--- src/rtl/rgb_to_color_code_pkg.sv ---
// Shared palette definitions for the RGB <-> colour-code display path:
// code values, channel levels and the quantized-bits-to-code mapping.
package rgb_to_color_code_pkg;

    typedef enum logic [2:0] {
        COL_PURPLE    = 3'd0,
        COL_WHITE     = 3'd1,
        COL_BLUE      = 3'd2,
        COL_BLACK     = 3'd3,
        COL_TURQUOISE = 3'd4,
        COL_YELLOW    = 3'd5,
        COL_GREEN     = 3'd6,
        COL_RED       = 3'd7
    } color_e;

    localparam logic [3:0] LVL_ON    = 4'hD;
    localparam logic [3:0] LVL_OFF   = 4'h0;
    localparam logic [3:0] LVL_WHITE = 4'hF;

    typedef struct packed {
        logic rh;
        logic gh;
        logic bh;
    } qbits_t;

    function automatic color_e code_of(input qbits_t q);
        color_e c;
        case ({q.rh, q.gh, q.bh})
            3'b100:  c = COL_RED;
            3'b010:  c = COL_GREEN;
            3'b110:  c = COL_YELLOW;
            3'b011:  c = COL_TURQUOISE;
            3'b000:  c = COL_BLACK;
            3'b001:  c = COL_BLUE;
            3'b111:  c = COL_WHITE;
            default: c = COL_PURPLE;
        endcase
        return c;
    endfunction

    // Palette level a channel must carry for its quantized bit; white is the only full-scale entry.
    function automatic logic [3:0] level_of(input logic hi, input logic white);
        if (white)
            return LVL_WHITE;
        return hi ? LVL_ON : LVL_OFF;
    endfunction

endpackage

--- src/rtl/rgb_to_color_code_if.sv ---
// Pixel-in / code-out stream bundle with miss-counter side signals.
// Valid/ready: a beat transfers on the rising edge where valid && ready; valid holds and data stays stable until it does.
interface rgb_to_color_code_if #(
    parameter int CNT_W = 16
) ();
    logic             in_valid;
    logic             in_ready;
    logic [3:0]       in_red;
    logic [3:0]       in_green;
    logic [3:0]       in_blue;
    logic             out_valid;
    logic             out_ready;
    logic [2:0]       out_color;
    logic             out_exact;
    logic             clr_count;
    logic [CNT_W-1:0] miss_count;

    modport slave (
        input  in_valid, in_red, in_green, in_blue, out_ready, clr_count,
        output in_ready, out_valid, out_color, out_exact, miss_count
    );

    modport master (
        output in_valid, in_red, in_green, in_blue, out_ready, clr_count,
        input  in_ready, out_valid, out_color, out_exact, miss_count
    );
endinterface

--- src/rtl/rgb_quantize.sv ---
// Combinational channel quantizer: per-channel high bits against THRESH and
// a flag telling whether the pixel is exactly one of the palette colours.
module rgb_quantize
    import rgb_to_color_code_pkg::*;
#(
    parameter logic [3:0] THRESH = 4'h8
) (
    input  logic [3:0] red,
    input  logic [3:0] green,
    input  logic [3:0] blue,
    output qbits_t     q,
    output logic       exact
);
    logic white;

    always_comb begin
        q.rh  = (red   >= THRESH);
        q.gh  = (green >= THRESH);
        q.bh  = (blue  >= THRESH);
        white = q.rh && q.gh && q.bh;
        // A pixel is exact only when every channel sits on the level its own quantized bit implies.
        exact = (red   == level_of(q.rh, white)) &&
                (green == level_of(q.gh, white)) &&
                (blue  == level_of(q.bh, white));
    end
endmodule

--- src/rtl/rgb_to_color_code.sv ---
// Two-stage elastic pipeline: stage 1 holds quantized bits + exact flag,
// stage 2 holds the palette code; also counts non-exact output pixels.
module rgb_to_color_code
    import rgb_to_color_code_pkg::*;
#(
    parameter logic [3:0] THRESH = 4'h8,
    parameter int         CNT_W  = 16
) (
    input  logic                 clk,
    input  logic                 rst_n,
    rgb_to_color_code_if.slave   bus
);
    qbits_t           q_w;
    logic             exact_w;

    logic             s1_valid_q, s1_valid_d;
    qbits_t           s1_bits_q,  s1_bits_d;
    logic             s1_exact_q, s1_exact_d;
    logic             s2_valid_q, s2_valid_d;
    color_e           s2_color_q, s2_color_d;
    logic             s2_exact_q, s2_exact_d;
    logic [CNT_W-1:0] miss_q,     miss_d;

    logic             s1_move;
    logic             in_ready_w;
    logic             in_fire;
    logic             out_fire;

    rgb_quantize #(.THRESH(THRESH)) u_quantize (
        .red   (bus.in_red),
        .green (bus.in_green),
        .blue  (bus.in_blue),
        .q     (q_w),
        .exact (exact_w)
    );

    always_comb begin
        s1_move    = s1_valid_q && (!s2_valid_q || bus.out_ready);
        in_ready_w = !s1_valid_q || s1_move;
        in_fire    = bus.in_valid && in_ready_w;
        out_fire   = s2_valid_q && bus.out_ready;

        s1_valid_d = in_fire || (s1_valid_q && !s1_move);
        s1_bits_d  = s1_bits_q;
        s1_exact_d = s1_exact_q;
        if (in_fire) begin
            s1_bits_d  = q_w;
            s1_exact_d = exact_w;
        end

        // Stage 2 refills from stage 1 in the same cycle it drains, keeping one pixel per cycle.
        s2_valid_d = s1_move || (s2_valid_q && !bus.out_ready);
        s2_color_d = s2_color_q;
        s2_exact_d = s2_exact_q;
        if (s1_move) begin
            s2_color_d = code_of(s1_bits_q);
            s2_exact_d = s1_exact_q;
        end

        miss_d = miss_q;
        if (bus.clr_count)
            miss_d = '0;
        else if (out_fire && !s2_exact_q && (miss_q != {CNT_W{1'b1}}))
            miss_d = miss_q + 1'b1;
    end

    always_ff @(posedge clk or negedge rst_n) begin
        if (!rst_n) begin
            s1_valid_q <= 1'b0;
            s1_bits_q  <= '0;
            s1_exact_q <= 1'b0;
            s2_valid_q <= 1'b0;
            s2_color_q <= COL_BLACK;
            s2_exact_q <= 1'b0;
            miss_q     <= '0;
        end else begin
            s1_valid_q <= s1_valid_d;
            s1_bits_q  <= s1_bits_d;
            s1_exact_q <= s1_exact_d;
            s2_valid_q <= s2_valid_d;
            s2_color_q <= s2_color_d;
            s2_exact_q <= s2_exact_d;
            miss_q     <= miss_d;
        end
    end

    assign bus.in_ready   = in_ready_w;
    assign bus.out_valid  = s2_valid_q;
    assign bus.out_color  = s2_color_q;
    assign bus.out_exact  = s2_exact_q;
    assign bus.miss_count = miss_q;
endmodule

--- src/flat_wrapper.sv ---
// flat-port wrapper written by rule: the top's interface ports become plain ports
module rgb_to_color_code_flat import rgb_to_color_code_pkg::*;
#(
    parameter logic [3:0] THRESH = 4'h8,
    parameter int         CNT_W  = 16
)
  (clk, rst_n, bus_in_valid, bus_in_red, bus_in_green, bus_in_blue, bus_out_ready, bus_clr_count, bus_in_ready, bus_out_valid, bus_out_color, bus_out_exact, bus_miss_count);
  rgb_to_color_code_if #(.CNT_W(CNT_W)) bus_i ();
  input  logic clk;
  input  logic rst_n;
  input wire logic [$bits(bus_i.in_valid)-1:0] bus_in_valid;
  input wire logic [$bits(bus_i.in_red)-1:0] bus_in_red;
  input wire logic [$bits(bus_i.in_green)-1:0] bus_in_green;
  input wire logic [$bits(bus_i.in_blue)-1:0] bus_in_blue;
  input wire logic [$bits(bus_i.out_ready)-1:0] bus_out_ready;
  input wire logic [$bits(bus_i.clr_count)-1:0] bus_clr_count;
  output wire logic [$bits(bus_i.in_ready)-1:0] bus_in_ready;
  output wire logic [$bits(bus_i.out_valid)-1:0] bus_out_valid;
  output wire logic [$bits(bus_i.out_color)-1:0] bus_out_color;
  output wire logic [$bits(bus_i.out_exact)-1:0] bus_out_exact;
  output wire logic [$bits(bus_i.miss_count)-1:0] bus_miss_count;
  assign bus_i.in_valid = bus_in_valid;
  assign bus_i.in_red = bus_in_red;
  assign bus_i.in_green = bus_in_green;
  assign bus_i.in_blue = bus_in_blue;
  assign bus_i.out_ready = bus_out_ready;
  assign bus_i.clr_count = bus_clr_count;
  assign bus_in_ready = bus_i.in_ready;
  assign bus_out_valid = bus_i.out_valid;
  assign bus_out_color = bus_i.out_color;
  assign bus_out_exact = bus_i.out_exact;
  assign bus_miss_count = bus_i.miss_count;
  rgb_to_color_code #(.THRESH(THRESH), .CNT_W(CNT_W)) u_core (.clk(clk), .rst_n(rst_n), .bus(bus_i));
endmodule
--- config.mk ---
export PLATFORM = sky130hd
export DESIGN_NAME = rgb_to_color_code_flat
export DESIGN_NICKNAME = d
export VERILOG_FILES = /design/src/rtl/rgb_to_color_code_pkg.sv /design/src/rtl/rgb_to_color_code_if.sv /design/src/rtl/rgb_quantize.sv /design/src/rtl/rgb_to_color_code.sv /design/src/flat_wrapper.sv
export SDC_FILE = /design/constraint.sdc
export NUM_CORES = 1
export LEC_CHECK = 0
export CAP_MARGIN = 20
export CORE_MARGIN = 4
export CORE_UTILIZATION = 52
export CTS_CLUSTER_SIZE = 30
export DETAILED_ROUTE_END_ITERATION = 6
export PLACE_DENSITY = 0.84
export SETUP_SLACK_MARGIN = 0.05
export SYNTH_ARGS = -nofsm -noshare
export SYNTH_HDL_FRONTEND = slang
export SYNTH_HIERARCHICAL = 1
export SYNTH_SLANG_ARGS = --single-unit
--- constraint.sdc ---
create_clock -name clk -period 2.3 [get_ports clk]
set_input_delay 0.345 -clock clk [delete_from_list [all_inputs] [get_ports clk]]
set_output_delay 0.345 -clock clk [all_outputs]
set_load 0.02 [all_outputs]
Word level (Yosys, flattened, before mapping):

Cells that the tools add are included.

* $add $sub $neg: 1
* magnitude comparators: 3
* equality and inequality tests: 10
* muxes and demuxes: 11
* reduce and logical (&&, ||, !) cells: 22

Operators with widths (number)
* two-way mux 16 bit: 2
* two-way mux 4 bit: 7
* one-hot mux 3 bit (7 select lines): 1
* adder 16 x 1 -> 16 bit (second input constant): 1
* != test 16 bit (second input constant): 1
* equality test 4 bit: 3
* greater-or-equal comparator 4 bit (second input constant): 3
* logical AND 1 bit: 11
* equality test 3 bit (second input constant): 3
* equality test 3 x 2 -> 1 bit (second input constant): 2
* zero test 1 bit: 5
* logical OR 1 bit: 4
* equality test 3 x 1 -> 1 bit (second input constant): 1
* zero test 3 bit: 1
* nonzero test 2 bit: 1
* two-way mux 1 bit: 1

* register bits: 26
* input port bits: 17
* output and inout port bits: 22
* logic and storage cells: 56

Depth between registers and ports, before layout:

* depth in word-level cells: 8
* depth in mapped cells: 6
* mapped depth without buffers: 6

By module:

Netlist, hierarchy kept.

By module, submodules not included
* rgb_to_color_code: instances 1, cells each 139, area an instance 1383.8 um^2, seq. area each 653.1 um^2
* rgb_quantize: instances 1, cells each 27, area an instance 168.9 um^2, seq. area each 0.0 um^2

Worst setup path before layout:

No wires, ideal clock.

* kind: reg-to-reg
* from: register u_core.miss_q[0] (netlist: u_core/bus.miss_count[0])
* to: register u_core.miss_q[12] (netlist: u_core/bus.miss_count[12])
* setup time: 0.125 ns
* arrival: 1.560 ns
* required time: 2.175 ns
* path slack: 0.615 ns
* stages on the path, launching flop included: 6
* buffers on the path: 0
* period minus slack after synthesis: 1.685 ns
* cell sequence: dfrtp_1 > ha_1 > nand4b_1 > nor3_1 > o2111ai_1 > mux2_2

* word-level cells in the longest chain between the ends: 3
* elaborated cells between the ends (all ways): 6
* classes of those cells: add/sub (1); eq/ne (1); mux (2); reduce/logical (2)

RTL lines
* start: declaration: RTL line rgb_to_color_code.sv:22 `logic [CNT_W-1:0] miss_q, miss_d;`
* start signal: assignment: RTL line rgb_to_color_code.sv:83 `miss_q <= miss_d;`
* adder 16 x 1 -> 16 bit / != test 16 bit (equally long branches): RTL line rgb_to_color_code.sv:64, rgb_to_color_code.sv:63
* two-way mux 16 bit / logical AND 1 bit (equally long branches): RTL line rgb_to_color_code.sv:63 `else if (out_fire && !s2_exact_q && (miss_q != {CNT_W{1'b1}}))`
* two-way mux 16 bit / nonzero test 2 bit (equally long branches)

Several ways; a longest one is shown, not always the timed one. The select of a mux whose other input is x is not followed.
A chain may end at the register's enable or synchronous reset.

Final worst setup path:

* from: input bus_out_ready
* to: output bus_in_ready

* word-level cells in the longest chain between the ends: 3

RTL lines
* start: declaration: RTL line flat_wrapper.sv:15 `input wire logic [$bits(bus_i.out_ready)-1:0] bus_out_ready;`
* logical OR 1 bit: RTL line rgb_to_color_code.sv:38 `s1_move = s1_valid_q && (!s2_valid_q || bus.out_ready);`
* logical AND 1 bit: RTL line rgb_to_color_code.sv:38
* logical OR 1 bit: RTL line rgb_to_color_code.sv:39 `in_ready_w = !s1_valid_q || s1_move;`
* end: declaration: RTL line flat_wrapper.sv:17 `output wire logic [$bits(bus_i.in_ready)-1:0] bus_in_ready;`

No other way between the ends.

==> reports/qor.csv <==
metric,value,unit
path_cells,clkdlybuf4s50_1 > nand3b_1 > clkdlybuf4s50_1,
grt_antenna_before_repair,0,
dr.pass1.iters,4,
synth_compound_area_share,19.0,%
power.internal,788,uW
io_buffer_count,38,
sw_frac_of_total,27.2,%
synth_top_family_by_area,simple AND/OR/NAND/NOR gates,
cts_sinks,26,
cts_made_buffers,3,
synth-seq-cells,26,
syn_nets,187,
cts_resized,0,
grt_pass1_wl,6580,um
via_per_inst,6.27,
whs,371,ps
crit_slowest_cell,clkdlybuf4s50_1,
worstSetupStartpoint,bus_out_ready,
share_seq_of_total_power,48.8,%
num_rows,19,
fin_crit_sh,87.2,%
seq_area_frac_synth,42.1,%
grt.busiest_layer,met2,
synth_mux_area_share,5.72,%
area_growth,31.3,%
fp.dieW,62.6,um
p_sw,294,uW
dp.cells,236,
cts_tree,yes,
hold_class,in -> async,
crit_arrival,1660,ps
root_buffer,clkbuf_4,
setup_viol,0,
ys_types,42,
path_class,in -> out,
num_io_pins,39,
dp_hpwl,2940,um
clk_latency,320,ps
tightest_slew,503,ps
drv_cap,0,
drt_iter0_drc,108,
syn_area_per_cell,9.35,sq um
synth-xor-area-share,0.564,%
reg2reg_depth,5,
grt_overflow,0,
cp-end-kind,primary output,
synth_area,1550,sq um
period_minus_slack,2000,ps
core,2810,sq um
clock_path_buffers,2,
p_comb_share,21.9,%
drc,0,
grt_pass1_vias,1464,
ys_warn_count,6,
grt_max_degree,27,
cp_max_fo,5,
slowest_delay,620,ps
yosys.area_share.simple,26.0,%
total_power,1080,uW
finalNonFillerCells,240,
die_y,62.6,um
powerDensity,530,nW/um^2
critPathLaunchType,primary input,
clkPwrFrac,29.3,%
initial_utilization,55.4,%
use_met2,35.7,%
synth_fa_ha_area_share,3.22,%
timing.rr.start,u_core/bus.miss_count[0],
status,finished clean,
endpoint,bus_in_ready,
cts_setup_buffers,0,
max_freq,499,MHz
die_area,3920,sq um
report.final.hold_viol_count,0,
slew_violations,0,
gp_congestion,0.837,
wl_per_cell,16.1,um
num-nets-final,231,
grt_use_total,20.4,%
grt_util_met3,3.60,%
p_leak,0.000831,uW
synthCells,166,
ir_drop,0.301,mV
met1_usage,24.5,%
clock_skew,5.35,ps
n_antenna_cell,0,
tns,0,ps
drtAntennaViolNets,0,
drive_gt1_share,10.0,%
max_slew_margin,66.2,%
dr_total_vias,1504,
ctsHtreeMaxLevel,1,
rsz0062_at_grt,no,
r2r-end,u_core/bus.miss_count[12],
worstPathRequired,1960,ps
clk_pin_slew,150,ps
nFillCells,210,
r2r_slack,380,ps
routed_wl,3870,um
cts_hold_buf,0,
cp_common_cell,clkdlybuf4s50_1,
## worst max-delay path: cells and delay by family
kind / cells / cell delay (ps)
buffers and inverters: 2 / 1150
and+or+nand+nor: 1 / 160
## cells in the final DEF, fill, tap and decap left out, types with 2 or more instances in the layout
| cell | synthesis | layout |
|---|---|---|
| nor2_1 | 12 | 12 |
| o211ai_1 | 4 | 4 |
| nand2_1 | 18 | 18 |
| a21oi_1 | 8 | 8 |
| nand2b_1 | 4 | 4 |
| o31ai_1 | 4 | 4 |
| or4_1 | 3 | 3 |
| o311ai_0 | 2 | 2 |
| and4_1 | 2 | 2 |
| a311oi_1 | 3 | 3 |
| nor3_1 | 2 | 2 |
| and3_1 | 2 | 2 |
| dfrtp_1 | 24 | 24 |
| nand4_1 | 5 | 5 |
| nand3b_1 | 2 | 2 |
| o21ai_0 | 10 | 10 |
| or3_1 | 3 | 3 |
| a31oi_1 | 5 | 5 |
| nand3_1 | 6 | 6 |
| clkdlybuf4s50_1 | 0 | 38 |
| inv_1 | 11 | 11 |
| buf_4 | 0 | 3 |
| mux2_2 | 7 | 7 |
| ha_1 | 4 | 4 |
| nor2b_1 | 4 | 4 |
| dfstp_2 | 2 | 2 |
| clkbuf_4 | 0 | 3 |
## metal layers
metal | part of all wire [%] | vias up
li1 | - | 714
met1 | 43 | 728
met2 | 50 | 58
met3 | 5.2 | 4
met4 | 1.1 | 0
met5 | 0 | -
## how the worst min path moves through the flow
stage / start / endpoint / slack (ps) / cells past startpoint
6_report: rst_n / u_core/bus.miss_count[4] / 370 / 2
5_1_grt: rst_n / u_core/bus.miss_count[10] / 380 / 2
4_1_cts: rst_n / u_core/bus.miss_count[10] / 380 / 2
3_5_place_dp: u_core/bus.out_color[0] / u_core/bus.out_color[0] / 470 / 2
3_3_place_gp: u_core/bus.out_color[2] / u_core/bus.out_color[2] / 460 / 2
2_1_floorplan: rst_n / u_core/bus.miss_count[0] / 50 / 0
## flip-flops by register name, summed over array words and instances, names as in the netlist
register and count:
u_core/bus.out_valid 1, u_core/s1_valid_q 1, u_core/bus.out_color 3, u_core/s1_exact_q 1, u_core/bus.out_exact 1, u_core/s1_bits_q 3, u_core/bus.miss_count 16
## cell usage after synthesis (all sizes together)
cell | instances | share of area [%]
a21oi | 9 | 3.1
clkinv | 1 | 0.24
a311oi | 3 | 1.7
and4 | 3 | 1.9
inv | 11 | 2.7
o31ai | 4 | 1.9
nand2 | 18 | 4.4
o2111a | 1 | 0.73
a221oi | 1 | 0.56
o2111ai | 1 | 0.56
ha | 4 | 3.2
a211oi | 1 | 0.48
mux2 | 7 | 5.1
a31oi | 5 | 2.0
or3 | 3 | 1.2
o311ai | 2 | 1.1
nand4 | 6 | 3.4
clkbuf | 2 | 0.48
o21ai | 10 | 3.2
dfrtp | 24 | 39
dfstp | 2 | 3.4
nor2b | 4 | 1.6
nand4b | 1 | 0.56
a311o | 1 | 0.64
nor4 | 2 | 1.8
nor3 | 2 | 0.64
xor2 | 1 | 0.56
or4 | 3 | 1.5
mux2i | 1 | 0.64
and3 | 2 | 0.81
nor2 | 12 | 2.9
nand3 | 6 | 1.9
o211ai | 4 | 1.9
and3b | 1 | 0.56
nand2b | 4 | 1.6
a2111oi | 1 | 0.97
nand3b | 2 | 0.97
and2 | 1 | 0.40
## logic make-up after synthesis
group,count (synthesis)
AOI/OAI and AO/OA,43
xor gates and xnor gates,1
adders and majority gates,4
buffers and inverters,14
DFF,26
muxes,8
and+or+nand+nor,70
## power by group through the flow
stage	Clock, uW	Combinational, uW	Sequential [uW]
after floorplan	0	88.2	560
after global placement	0	228	534
after detailed placement	0	236	537
after CTS	327	238	528
after global routing	348	257	535
final	317	237	528
## area by class of cell
cell class	instances	area (sq um)	share of cell area, %
clock buffer	3	22.5	1.10
timing repair buffer	41	403	19.8
tap	31	38.8	1.90
sequential	26	653	32.0
multi-input combinational	126	847	41.5
inverter	12	45.0	2.21
clock inverter	1	30.0	1.47
## metrics by stage
stage	instance area, sq um	util (%)	setup slack (ps)
after floorplan	1550	-	615
after global placement	1990	70.8	119
after detailed placement	1990	70.8	57.5
after CTS	2040	72.7	286
after global routing	2040	72.7	215
final	2040	72.7	296
Power figures use the tool's default switching activity.
